### config.mk
export PLATFORM = sky130hd
export DESIGN_NAME = branch_resolve_unit
export DESIGN_NICKNAME = d
export VERILOG_FILES = /design/src/rtl/branch_resolve_unit_pkg.sv /design/src/rtl/branch_resolve_unit_cond_eval.sv /design/src/rtl/branch_resolve_unit.sv
export SDC_FILE = /design/constraint.sdc
export NUM_CORES = 1
export LEC_CHECK = 0
export ABC_AREA = 1
export CORE_AREA = 2 2 155 81
export CTS_BUF_LIST = sky130_fd_sc_hd__clkbuf_16
export DETAILED_ROUTE_END_ITERATION = 12
export DIE_AREA = 0 0 157 83
export PLACE_DENSITY_LB_ADDON = 0.1
export SETUP_SLACK_MARGIN = 0.5
export SLEW_MARGIN = 20
export SYNTH_ARGS = -nofsm -noshare
export SYNTH_HDL_FRONTEND = slang
export SYNTH_HIERARCHICAL = 1
export SYNTH_SLANG_ARGS = --single-unit
### constraint.sdc
create_clock -name clk -period 1.85 [get_ports clk]
set_input_delay 0.2775 -clock clk [delete_from_list [all_inputs] [get_ports clk]]
set_output_delay 0.2775 -clock clk [all_outputs]
set_load 0.1 [all_outputs]
### src/rtl/branch_resolve_unit_pkg.sv
// Shared definitions for the branch resolve unit.
//   - br_op encodings (BR_BEQ .. BR_BGEU)
//   - 2-bit BHT counter type, its reset value and its saturating update
//   - clog2 helper used to size the BHT index
package branch_resolve_unit_pkg;

    localparam logic [2:0] BR_BEQ  = 3'd0;
    localparam logic [2:0] BR_BNE  = 3'd1;
    localparam logic [2:0] BR_BLTZ = 3'd2;
    localparam logic [2:0] BR_BGEZ = 3'd3;
    localparam logic [2:0] BR_BLEZ = 3'd4;
    localparam logic [2:0] BR_BGTZ = 3'd5;
    localparam logic [2:0] BR_BLTU = 3'd6;
    localparam logic [2:0] BR_BGEU = 3'd7;

    typedef logic [1:0] bht_ctr_t;

    // Weakly not-taken.
    localparam bht_ctr_t BHT_RESET = 2'b01;

    function automatic int clog2(input int n);
        int r;
        r = 0;
        for (int k = 0; k < 32; k++) begin
            if ((1 << r) < n) begin
                r = r + 1;
            end
        end
        return r;
    endfunction

    // Saturating 2-bit counter step: up on taken, down on not taken.
    function automatic bht_ctr_t bht_step(input bht_ctr_t cur, input logic taken);
        bht_ctr_t res;
        res = cur;
        if (taken) begin
            if (cur != 2'b11) res = cur + 2'd1;
        end else begin
            if (cur != 2'b00) res = cur - 2'd1;
        end
        return res;
    endfunction

endpackage

### src/rtl/branch_resolve_unit_cond_eval.sv
// Combinational branch condition evaluator.
// Ports:
//   br_op  : branch operation (BR_* encodings)
//   rs_val : first operand
//   rt_val : second operand (only used by BEQ/BNE/BLTU/BGEU)
//   taken  : resolved branch direction
module branch_cond_eval
    import branch_resolve_unit_pkg::*;
#(
    parameter int XLEN = 32
) (
    input  logic [2:0]      br_op,
    input  logic [XLEN-1:0] rs_val,
    input  logic [XLEN-1:0] rt_val,
    output logic            taken
);

    logic rs_neg;
    logic rs_zero;
    logic rs_eq_rt;
    logic rs_ltu_rt;

    assign rs_neg    = rs_val[XLEN-1];
    assign rs_zero   = (rs_val == '0);
    assign rs_eq_rt  = (rs_val == rt_val);
    assign rs_ltu_rt = (rs_val < rt_val);

    always_comb begin
        taken = 1'b0;
        case (br_op)
            BR_BEQ:  taken = rs_eq_rt;
            BR_BNE:  taken = !rs_eq_rt;
            BR_BLTZ: taken = rs_neg;
            BR_BGEZ: taken = !rs_neg;
            BR_BLEZ: taken = rs_neg || rs_zero;
            BR_BGTZ: taken = !rs_neg && !rs_zero;
            BR_BLTU: taken = rs_ltu_rt;
            BR_BGEU: taken = !rs_ltu_rt;
            default: taken = 1'b0;
        endcase
    end

endmodule

### src/rtl/branch_resolve_unit.sv
// Branch resolve unit: evaluates conditional branches, registers the result
// behind a valid/ready handshake, trains a PC-indexed 2-bit BHT and counts
// mispredicts (saturating).
// Ports:
//   clk, rst_n           : clock, asynchronous active-low reset
//   pred_pc / pred_taken : fetch-side prediction lookup (combinational)
//   in_valid / in_ready  : request handshake
//   br_op, br_pc, rs_val, rt_val, pred_in : request payload
//   flush                : drop held result, block accept this cycle
//   out_valid / out_ready: result handshake
//   out_taken, out_mispredict, out_pc : result payload
//   mispredict_cnt       : saturating mispredict count
module branch_resolve_unit
    import branch_resolve_unit_pkg::*;
#(
    parameter int XLEN      = 32,
    parameter int PC_W      = 32,
    parameter int BHT_DEPTH = 16,
    parameter int CNT_W     = 16
) (
    input  logic             clk,
    input  logic             rst_n,
    input  logic [PC_W-1:0]  pred_pc,
    output logic             pred_taken,
    input  logic             in_valid,
    output logic             in_ready,
    input  logic [2:0]       br_op,
    input  logic [PC_W-1:0]  br_pc,
    input  logic [XLEN-1:0]  rs_val,
    input  logic [XLEN-1:0]  rt_val,
    input  logic             pred_in,
    input  logic             flush,
    output logic             out_valid,
    input  logic             out_ready,
    output logic             out_taken,
    output logic             out_mispredict,
    output logic [PC_W-1:0]  out_pc,
    output logic [CNT_W-1:0] mispredict_cnt
);

    localparam int IDX_W = clog2(BHT_DEPTH);

    logic             taken;
    logic             mispredict;
    logic             accept;
    logic [IDX_W-1:0] pred_idx;
    logic [IDX_W-1:0] upd_idx;

    logic             out_valid_reg;
    logic             out_taken_reg;
    logic             out_mispredict_reg;
    logic [PC_W-1:0]  out_pc_reg;
    logic [CNT_W-1:0] cnt_reg;

    bht_ctr_t bht_reg  [BHT_DEPTH];
    bht_ctr_t bht_next [BHT_DEPTH];

    // Only the index slice of each PC is consumed; the rest is intentionally
    // dropped. Named so lint treats it as deliberately unused.
    logic unused_pc_bits;
    assign unused_pc_bits = ^{pred_pc, br_pc};

    branch_cond_eval #(
        .XLEN(XLEN)
    ) u_cond (
        .br_op (br_op),
        .rs_val(rs_val),
        .rt_val(rt_val),
        .taken (taken)
    );

    assign pred_idx   = pred_pc[IDX_W+1:2];
    assign upd_idx    = br_pc[IDX_W+1:2];
    assign mispredict = (taken != pred_in);

    // flush has priority over everything, including a pending drain.
    assign in_ready = !flush && (!out_valid_reg || out_ready);
    assign accept   = in_valid && in_ready;

    // Read the registered entry directly: a same-cycle update is not bypassed.
    assign pred_taken = bht_reg[pred_idx][1];

    genvar gi;
    generate
        for (gi = 0; gi < BHT_DEPTH; gi++) begin : g_bht_next
            assign bht_next[gi] = (accept && (upd_idx == IDX_W'(gi)))
                                  ? bht_step(bht_reg[gi], taken)
                                  : bht_reg[gi];
        end
    endgenerate

    always_ff @(posedge clk or negedge rst_n) begin
        if (!rst_n) begin
            for (int i = 0; i < BHT_DEPTH; i++) begin
                bht_reg[i] <= BHT_RESET;
            end
        end else begin
            for (int i = 0; i < BHT_DEPTH; i++) begin
                bht_reg[i] <= bht_next[i];
            end
        end
    end

    always_ff @(posedge clk or negedge rst_n) begin
        if (!rst_n) begin
            out_valid_reg      <= 1'b0;
            out_taken_reg      <= 1'b0;
            out_mispredict_reg <= 1'b0;
            out_pc_reg         <= '0;
        end else if (flush) begin
            out_valid_reg <= 1'b0;
        end else if (accept) begin
            out_valid_reg      <= 1'b1;
            out_taken_reg      <= taken;
            out_mispredict_reg <= mispredict;
            out_pc_reg         <= br_pc;
        end else if (out_ready) begin
            out_valid_reg <= 1'b0;
        end
    end

    always_ff @(posedge clk or negedge rst_n) begin
        if (!rst_n) begin
            cnt_reg <= '0;
        end else if (accept && mispredict && (cnt_reg != '1)) begin
            cnt_reg <= cnt_reg + CNT_W'(1);
        end
    end

    assign out_valid      = out_valid_reg;
    assign out_taken      = out_taken_reg;
    assign out_mispredict = out_mispredict_reg;
    assign out_pc         = out_pc_reg;
    assign mispredict_cnt = cnt_reg;

endmodule
# Yosys cells after proc, flatten, opt, wreduce, memory -nomap -nowiden
# Index checks and enable logic that the tools add are counted.
# Widths: inputs -> output; s select.
[word_totals]
register_bits = 83
input_bits = 137
output_inout_bits = 53
elab_cells = 252
[classes]
addsub = 33
magnitude_cmp = 2
n_eq_ne = 57
mux = 55
bitwise_logic = 2
reduce_logical = 82
[ops]
columns = ["operator", "n"]
rows = [
  ["$mux 2", 50],
  ["$reduce_bool 2->1", 32],
  ["$reduce_and 3->1", 16],
  ["$add 2x1->2 const B", 16],
  ["$eq 32x32->1", 1],
  ["$eq 4x4->1 const B", 8],
  ["$logic_not 32->1", 1],
  ["$lt 32x32->1", 1],
  ["$ne 2x1->1 const B", 16],
  ["$ne 2x2->1 const B", 16],
  ["$sub 2x1->2 const B", 16],
  ["$logic_and 1x1->1", 21],
  ["$add 16x1->16 const B", 1],
  ["$eq 4x3->1 const B", 4],
  ["$ne 16x16->1 const B", 1],
  ["$eq 3x3->1 const B", 4],
  ["$bmux 2 s4", 1],
  ["$eq 4x2->1 const B", 2],
  ["$pmux 1 s8", 1],
  ["$eq 3x2->1 const B", 2],
  ["$logic_not 1->1", 6],
  ["$ge 5x5->1 const B", 1],
  ["$not 4->5", 1],
  ["$eq 4x1->1 const B", 1],
  ["9 further kinds", 12],
]

# Depth between registers and ports, before layout
# Gate-level depths: netlist of run 1.
[depth]
ltp_word = 7
mapped_depth = 26
ltp_nobuf = 25

# Cells and area by module
# Netlist of run 1, hierarchy kept.
[modules_own_cells]
columns = ["mod", "n_inst", "cells_per_inst", "area_each_um2", "seq_area_each_um2"]
rows = [
  ["branch_resolve_unit", 1, 550, 4166.5, 2097.0],
  ["branch_cond_eval", 1, 190, 1098.6, 0.0],
]

# Least setup slack after synthesis of run 1
# Ideal clock, no wire load.
[synth_timing]
kind = "reg-to-output"
from = "reg out_valid_reg (netlist: out_valid)"
to = "out in_ready"
arrival_time_ns = 2.252
required_time_ns = 1.572
path_slack_ns = -0.680
stages_incl_launch_ff = 4
n_path_buf = 0
cell_sequence = "dfrtp_1 > nand2_1 > inv_1 > nor2_1"
[synth_via]
elab_chain_len = 3
[synth_lines]
columns = ["item", "line", "rtl"]
rows = [
  ["start, declared", "branch_resolve_unit.sv:49", "logic out_valid_reg;"],
  ["start signal, assigned", "branch_resolve_unit.sv:106", "out_valid_reg <= 1'b0;"],
  ["start signal, assigned", "branch_resolve_unit.sv:111", "out_valid_reg <= 1'b0;"],
  ["start signal, assigned", "branch_resolve_unit.sv:113", "out_valid_reg <= 1'b1;"],
  ["$logic_not 1->1", "branch_resolve_unit.sv:77", "assign in_ready = !flush && (!out_valid_reg || out_ready);"],
  ["$logic_or 1x1->1", "branch_resolve_unit.sv:77", ""],
  ["$logic_and 1x1->1", "branch_resolve_unit.sv:77", ""],
  ["end, declared", "branch_resolve_unit.sv:26", "output logic in_ready,"],
]
# Every way passes these cells.

# Final worst setup path of run 1
[layout_timing]
from = "in rs_val[21]"
to = "reg cnt_reg[7] (netlist: mispredict_cnt[7])"
[layout_via]
elab_chain_len = 7
word_cells_on_any_way = 12
classes_between = "order compare: 1; eq/ne: 2; mux: 1; reduce/logical: 8"
[layout_lines]
columns = ["item", "line", "rtl"]
rows = [
  ["start, declared", "branch_resolve_unit.sv:29", "input logic [XLEN-1:0] rs_val,"],
  ["parallel branches: the longest is 3 deep, another holds $lt 32x32->1", "-", ""],
  ["$pmux 1 s8 (*)", "branch_resolve_unit_cond_eval.sv:30", "case (br_op)"],
  ["named net taken", "branch_resolve_unit.sv:43", "logic taken;"],
  ["$ne 1x1->1 (*)", "branch_resolve_unit.sv:74", "assign mispredict = (taken != pred_in);"],
  ["$logic_and 1x1->1 (*) (2 in series)", "branch_resolve_unit.sv:125", "end else if (accept && mispredict && (cnt_reg != '1)) begin"],
  ["end signal, assigned", "branch_resolve_unit.sv:126", "cnt_reg <= cnt_reg + CNT_W'(1);"],
  ["end, declared", "branch_resolve_unit.sv:53", "logic [CNT_W-1:0] cnt_reg;"],
]
# Mark *: on every way through the listed nets, which the timed path passes.
# A chain may end at the register's enable or synchronous reset.

==> reports/summary.txt, run 1 <==
path type of the worst min-delay path -> in -> async
CTS tree -> done
most common cell in the synthesized netlist -> sky130_fd_sc_hd__nand2_1
number of cells on the worst reg-to-reg path -> 9
CP required -> 2.08 ns
Maximum Capacitance Violations -> 0
worst slew slack as a fraction of its limit -> 68.1%
layout filler cell count -> 895
Leak -> 4.04 nW
Post-Syn Instances -> 740
commonest register cell after synthesis -> sky130_fd_sc_hd__dfrtp_1
Total Routed Length -> 16.4 mm
post-synthesis sequential area ratio -> 39.8%
critical path startpoint category -> input pin
diode insertion count for antenna repair -> 0
CTS buffer count -> 9
maximum clock path buffer count -> 2
area leader, netlist -> sky130_fd_sc_hd__dfrtp_1
total negative slack -> -11.50 ns
EDFF count, synth -> 0
area added between synthesis and finish -> 58.5%
post-detailed-route DRC marker count -> 0
average wire length per cell after detail routing -> 14.6 um
netlist area before placement -> 0.00527 sq mm
# H-tree levels -> 3
initial antenna violation count -> 0
total setup violations reported at the end of the flow -> 49
flop and latch count out of synthesis -> 83
average cell area after synthesis -> 7.11 sq um
maximum number of pins on one net before global-route repair -> 36
VDD IR-drop max -> 0.000686 V
setup skew after layout -> 0.00886 ns
synth top area cells -> sky130_fd_sc_hd__dfrtp_1 32%, sky130_fd_sc_hd__nand2_1 21%, sky130_fd_sc_hd__dfstp_2 8.0%
Starting Density -> 45.4%
total half-perimeter wirelength after legalization and detailed placement -> 12.3 mm
Cell variety after synth -> 31
Rows -> 28
Iter 0 DRT Violations -> 390
Design Area, Final -> 0.00835 sq mm
post-route worst setup slack -> -0.391 ns
core box area -> 0.0116 sq mm
via count of the first global-routing pass -> 5681
kind of capture point of the worst setup path -> register
unrepaired setup endpoints after global routing -> true
Final Wtd Congestion -> 0.838
arrival time reported for the critical path endpoint -> 2.47 ns
post-placement worst setup slack -> -1.23 ns
total via count in the routed design -> 5624
DR pass1 iterations -> 7
wire length of the first global-routing pass -> 27.0 mm
total die area -> 0.0130 sq mm
horizontal extent of the die -> 157 um
Hold Worst Slack -> 0.429 ns
number of nets with antenna violations after detailed routing -> 0
post-DR vias/cell -> 5.01
clock root buffer -> sky130_fd_sc_hd__clkbuf_16
Placement Cell Area -> 0.00767 sq mm
yosys warns -> 6
critical path start-end classification -> in -> reg
layout cells sized above 1 -> 35.6%
Synth top area share -> 31.8%
clock transition at the registers of the reported paths -> 0.06 ns
die extent in y -> 83 um
Async S/R FF share, synth -> 100%
number of nets in the synthesized netlist -> 910
buffers added on ports -> 161
worst-margin pin slew -> 0.478 ns
total power density per cell area -> 908 mW/mm^2
max frequency -> 446 MHz
status -> complete, but fails checks
final worst path period share -> 121%
Max FO, Critical Path -> 8
count of pins over their slew limit -> 0
Clock Sinks -> 83
GRT overflow -> 0
Final Hold Vio Count -> 0
Boundary Pins -> 190
final period demand of the worst path -> 2.24 ns
later-pin clock latency in the skew report -> 0.34 ns
post-layout net count -> 1122
most instantiated cells after synthesis -> 297 x sky130_fd_sc_hd__nand2_1, 78 x sky130_fd_sc_hd__inv_1, 67 x sky130_fd_sc_hd__dfrtp_1, 46 x sky130_fd_sc_hd__nor2_1, 36 x sky130_fd_sc_hd__o21ai_0
Total Routing Usage GR -> 25.8%
violations in the final reports -> setup timing
[per-layer routing]
layer | share of wire [%] | vias to the layer above | GRT usage, %
met5 | 0 | - | 0
met4 | 0.44 | 0 | 4.17
met3 | 7.1 | 9 | 6.26
met2 | 47 | 190 | 42.1
met1 | 46 | 2632 | 35.4
li1 | - | 2793 | -
[worst paths after layout]
kind	start	endpoint	slack [ns]
max	rs_val[21]	mispredict_cnt[7]	-0.39
min	rst_n	out_pc[0]	0.43
max reg2reg	mispredict_cnt[0]	mispredict_cnt[7]	0.07
min reg2reg	out_pc[31]	out_pc[31]	0.48
max in group asynchronous	rst_n	mispredict_cnt[13]	0.78
min in group clk	br_pc[13]	out_pc[13]	0.47
[logic make-up after synthesis]
group / count (synthesis) / synth area share [%]
AND/OR/NAND/NOR: 409 / 32.4
buffers and inverters: 107 / 8.13
AO/OA/AOI/OAI: 100 / 10.4
flip-flops: 83 / 39.8
adder cells (fa/ha/maj): 33 / 7.84
XOR/XNOR: 8 / 1.33
[layout by cell type, fill, tap and decap left out, types with 5 or more instances in the layout]
cell type / instances
sky130_fd_sc_hd__nand2_1: 278
sky130_fd_sc_hd__buf_4: 74
sky130_fd_sc_hd__dfrtp_1: 64
sky130_fd_sc_hd__inv_1: 43
sky130_fd_sc_hd__inv_2: 42
sky130_fd_sc_hd__buf_2: 42
sky130_fd_sc_hd__clkdlybuf4s50_1: 41
sky130_fd_sc_hd__nor2_1: 37
sky130_fd_sc_hd__o21ai_1: 30
sky130_fd_sc_hd__ha_4: 30
sky130_fd_sc_hd__o21ai_0: 27
sky130_fd_sc_hd__buf_6: 25
sky130_fd_sc_hd__buf_12: 22
sky130_fd_sc_hd__a21oi_1: 19
sky130_fd_sc_hd__nand3_1: 16
sky130_fd_sc_hd__dfstp_2: 16
sky130_fd_sc_hd__nand2_2: 15
sky130_fd_sc_hd__o211ai_1: 14
sky130_fd_sc_hd__nor3_1: 13
sky130_fd_sc_hd__nand4_1: 12
sky130_fd_sc_hd__clkbuf_16: 9
sky130_fd_sc_hd__nor2_4: 8
sky130_fd_sc_hd__nor3_2: 8
sky130_fd_sc_hd__nand2_4: 7
sky130_fd_sc_hd__nand3_2: 5
sky130_fd_sc_hd__nor2_2: 5
[critical path: stages]
cell and delay [ns]:
sky130_fd_sc_hd__buf_2 0.12, sky130_fd_sc_hd__ha_4 0.26, sky130_fd_sc_hd__nand2_2 0.07, sky130_fd_sc_hd__inv_1 0.04, sky130_fd_sc_hd__o21bai_1 0.13, sky130_fd_sc_hd__nand2_1 0.08, sky130_fd_sc_hd__nand2_1 0.08, sky130_fd_sc_hd__nand3_2 0.07
sky130_fd_sc_hd__nor2_2 0.14, sky130_fd_sc_hd__nand3_2 0.11, sky130_fd_sc_hd__nand2_2 0.10, sky130_fd_sc_hd__nor2_4 0.05, sky130_fd_sc_hd__nor2_4 0.11, sky130_fd_sc_hd__inv_2 0.06, sky130_fd_sc_hd__or2_0 0.23, sky130_fd_sc_hd__nand2_1 0.08
sky130_fd_sc_hd__nand2_2 0.10, sky130_fd_sc_hd__inv_4 0.11, sky130_fd_sc_hd__o21ai_4 0.11, sky130_fd_sc_hd__nand2_1 0.09, sky130_fd_sc_hd__nand2_1 0.05
[through the flow]
stage	util, %	power [W]	cells
floorplan	-	0.00443	740
global placement	66.2	0.00543	1087
detailed placement	66.2	0.00555	1087
CTS	70.8	0.00750	1114
global route	72.0	0.00794	1122
finish	72.0	0.00758	1122
[report_power, final]
part,switching [W],internal [W]
Sequential,0.000241,0.00221
Combinational,0.00221,0.00110
Clock,0.000767,0.00105
[repair_timing]
item                       CTS  global route
hold buffers                 1             0
pin swaps                   66            46
hold endpoints to repair    19             0
resized for setup          324            43
setup endpoints to repair   84            90
setup buffers                9             8
gates cloned                 1             0
[cell type report]
type	count	area (sq um)	share of cell area, %
clock buffer	9	225	2.70
timing repair buffer	216	2010	24.1
tap	165	206	2.47
inverter	91	369	4.42
multi-input combinational	551	3360	40.3
sequential	83	2100	25.2
clock inverter	7	73.8	0.884
No activity file was read; power rests on OpenSTA's default activity.
==> inputs of run 2 (changes only) <==
--- a/config.mk
+++ b/config.mk
@@ -6,10 +6,10 @@
 export NUM_CORES = 1
 export LEC_CHECK = 0
 export ABC_AREA = 1
-export CORE_AREA = 2 2 155 81
+export CORE_AREA = 2 2 110 112
 export CTS_BUF_LIST = sky130_fd_sc_hd__clkbuf_16
 export DETAILED_ROUTE_END_ITERATION = 12
-export DIE_AREA = 0 0 157 83
+export DIE_AREA = 0 0 112 114
 export PLACE_DENSITY_LB_ADDON = 0.1
 export SETUP_SLACK_MARGIN = 0.5
 export SLEW_MARGIN = 20
==> reports/summary.txt, run 2 (same netlist as run 1, synthesis figures left out) <==
critical path start-end classification -> in -> reg
path type of the worst min-delay path -> in -> async
average wire length per cell after detail routing -> 13.4 um
via count of the first global-routing pass -> 5449
arrival time reported for the critical path endpoint -> 2.38 ns
most common cell after layout, fill and taps aside -> sky130_fd_sc_hd__nand2_1
diode insertion count for antenna repair -> 0
Final Hold Vio Count -> 0
total via count in the routed design -> 5484
max frequency -> 466 MHz
commonest cells after routing, fill and taps aside -> 281 x sky130_fd_sc_hd__nand2_1, 71 x sky130_fd_sc_hd__buf_4, 64 x sky130_fd_sc_hd__dfrtp_1
maximum clock path buffer count -> 2
total half-perimeter wirelength after legalization and detailed placement -> 10.8 mm
setup skew after layout -> 0.00825 ns
violations in the final reports -> setup timing
wire length on met3 -> 778 um
post-route worst setup slack -> -0.296 ns
# H-tree levels -> 3
Boundary Pins -> 190
Iter 0 DRT Violations -> 214
maximum number of pins on one net before global-route repair -> 37
topmost layer with routed signal wires -> met4
status -> complete, but fails checks
core box area -> 0.0117 sq mm
die extent in y -> 114 um
Starting Density -> 45.0%
CTS buffer count -> 9
worst slew slack as a fraction of its limit -> 69.9%
CTS tree -> done
total die area -> 0.0128 sq mm
layout cells sized above 1 -> 33.3%
clock transition at the registers of the reported paths -> 0.07 ns
Total Routing Usage GR -> 23.3%
unrepaired setup endpoints after global routing -> true
wire length of the first global-routing pass -> 24.5 mm
buffers added on ports -> 161
initial antenna violation count -> 0
critical path startpoint category -> input pin
Leak -> 3.98 nW
clock root buffer -> sky130_fd_sc_hd__clkbuf_16
post-detailed-route DRC marker count -> 0
total setup violations reported at the end of the flow -> 44
detailed route wirelength on metal2 -> 7.26 mm
later-pin clock latency in the skew report -> 0.35 ns
kind of capture point of the worst setup path -> register
post-layout net count -> 1113
count of pins over their slew limit -> 0
Rows -> 40
Design Area, Final -> 0.00828 sq mm
Hold Worst Slack -> 0.412 ns
final worst path period share -> 116%
DR pass1 iterations -> 4
Total Routed Length -> 14.6 mm
post-DR vias/cell -> 5.01
total power density per cell area -> 899 mW/mm^2
CP required -> 2.08 ns
Max FO, Critical Path -> 8
Placement Cell Area -> 0.00763 sq mm
number of nets with antenna violations after detailed routing -> 0
worst-margin pin slew -> 0.450 ns
final period demand of the worst path -> 2.15 ns
area added between synthesis and finish -> 57.3%
horizontal extent of the die -> 112 um
GRT overflow -> 0
Maximum Capacitance Violations -> 0
VDD IR-drop max -> 0.000850 V
Final Wtd Congestion -> 0.843
met1 routed wirelength after detailed routing -> 6.27 mm
Clock Sinks -> 83
layout filler cell count -> 931
-- run 2: cell count changes in the layout (fill, tap and decap cells not counted), sizes merged --
cell | previous run | this run
clkbuf | 12 | 13
clkinv | 3 | 1
dlygate4sd2 | 4 | 7
clkdlybuf4s15 | 2 | 10
inv | 93 | 94
clkinvlp | 1 | 2
buf | 165 | 144
-- run 2: path summary, 6_finish.rpt --
path | from | end | slack (ns) | depth (start not counted)
max in group asynchronous | rst_n | mispredict_cnt[2] | 0.81 | 3
worst max register to register | mispredict_cnt[5] | mispredict_cnt[6] | 0.11 | 8
worst max-delay path | rt_val[18] | mispredict_cnt[6] | -0.30 | 20
worst min-delay path | rst_n | bht_reg[1] | 0.41 | 2
worst min register to register | out_pc[24] | out_pc[24] | 0.48 | 2
min in group clk | br_pc[16] | out_pc[16] | 0.46 | 3
-- run 2: final cells by class --
type | instances | area [sq um] | area share (%)
Multi-Input combinational cell | 551 | 3340 | 40.3
Sequential cell | 83 | 2100 | 25.4
Timing Repair Buffer | 207 | 1980 | 23.9
Inverter | 91 | 369 | 4.46
Clock buffer | 9 | 225 | 2.72
Tap cell | 147 | 184 | 2.22
Clock inverter | 7 | 82.6 | 0.997
-- run 2: per-stage QoR --
step / setup slack, ns / setup TNS (ns) / power (W) / utilization, % / std cells
3_5_place_dp: -1.17 / -49.37 / 0.00548 / 65.2 / 1067
6_report: -0.296 / -7.32 / 0.00745 / 70.7 / 1095
3_3_place_gp: -1.07 / -46.64 / 0.00537 / 65.2 / 1067
4_1_cts: -0.255 / -6.73 / 0.00744 / 70.0 / 1093
2_1_floorplan: -0.465 / -10.16 / 0.00443 / - / 740
5_1_grt: -0.472 / -16.08 / 0.00782 / 70.7 / 1095
-- run 2: power breakdown --
| group | total [W] | leakage, nW | internal, W | switching [W] |
|---|---|---|---|---|
| registers | 0.00246 | 1.03 | 0.00221 | 0.000250 |
| clock network | 0.00186 | 0.145 | 0.00107 | 0.000789 |
| logic | 0.00313 | 2.81 | 0.00104 | 0.00209 |
-- run 2: critical path, stage by stage --
cell and delay (ns):
sky130_fd_sc_hd__dlygate4sd2_1 0.21, sky130_fd_sc_hd__inv_2 0.05, sky130_fd_sc_hd__ha_4 0.26, sky130_fd_sc_hd__nand2_4 0.06, sky130_fd_sc_hd__o21a_1 0.19, sky130_fd_sc_hd__nor2_1 0.14
sky130_fd_sc_hd__nor2_2 0.06, sky130_fd_sc_hd__nand2_1 0.06, sky130_fd_sc_hd__nand2_1 0.05, sky130_fd_sc_hd__nand2_2 0.09, sky130_fd_sc_hd__nor2_4 0.04, sky130_fd_sc_hd__nor2_4 0.09
sky130_fd_sc_hd__inv_2 0.04, sky130_fd_sc_hd__or2_0 0.19, sky130_fd_sc_hd__nand2_1 0.08, sky130_fd_sc_hd__nand2_2 0.10, sky130_fd_sc_hd__inv_4 0.10, sky130_fd_sc_hd__o21ai_4 0.11
sky130_fd_sc_hd__nand2_1 0.11, sky130_fd_sc_hd__nand2_1 0.06
-- run 2: what timing repair did --
| action | CTS | global route |
|---|---|---|
| resized for setup | 293 | 31 |
| buffers inserted | 8 | 2 |
| hold buffers | 1 | 0 |
| endpoints found under the setup margin | 84 | 89 |
| gates cloned | 1 | 0 |
| hold endpoints to repair | 15 | 0 |
| pin swaps | 60 | 10 |
-- run 2: layer usage --
layer | GRT usage (%) | vias to the layer above
met1 | 29.0 | 2546
met2 | 40.1 | 146
met3 | 5.05 | 26
met4 | 8.78 | 0
li1 | - | 2766
met5 | 0 | -
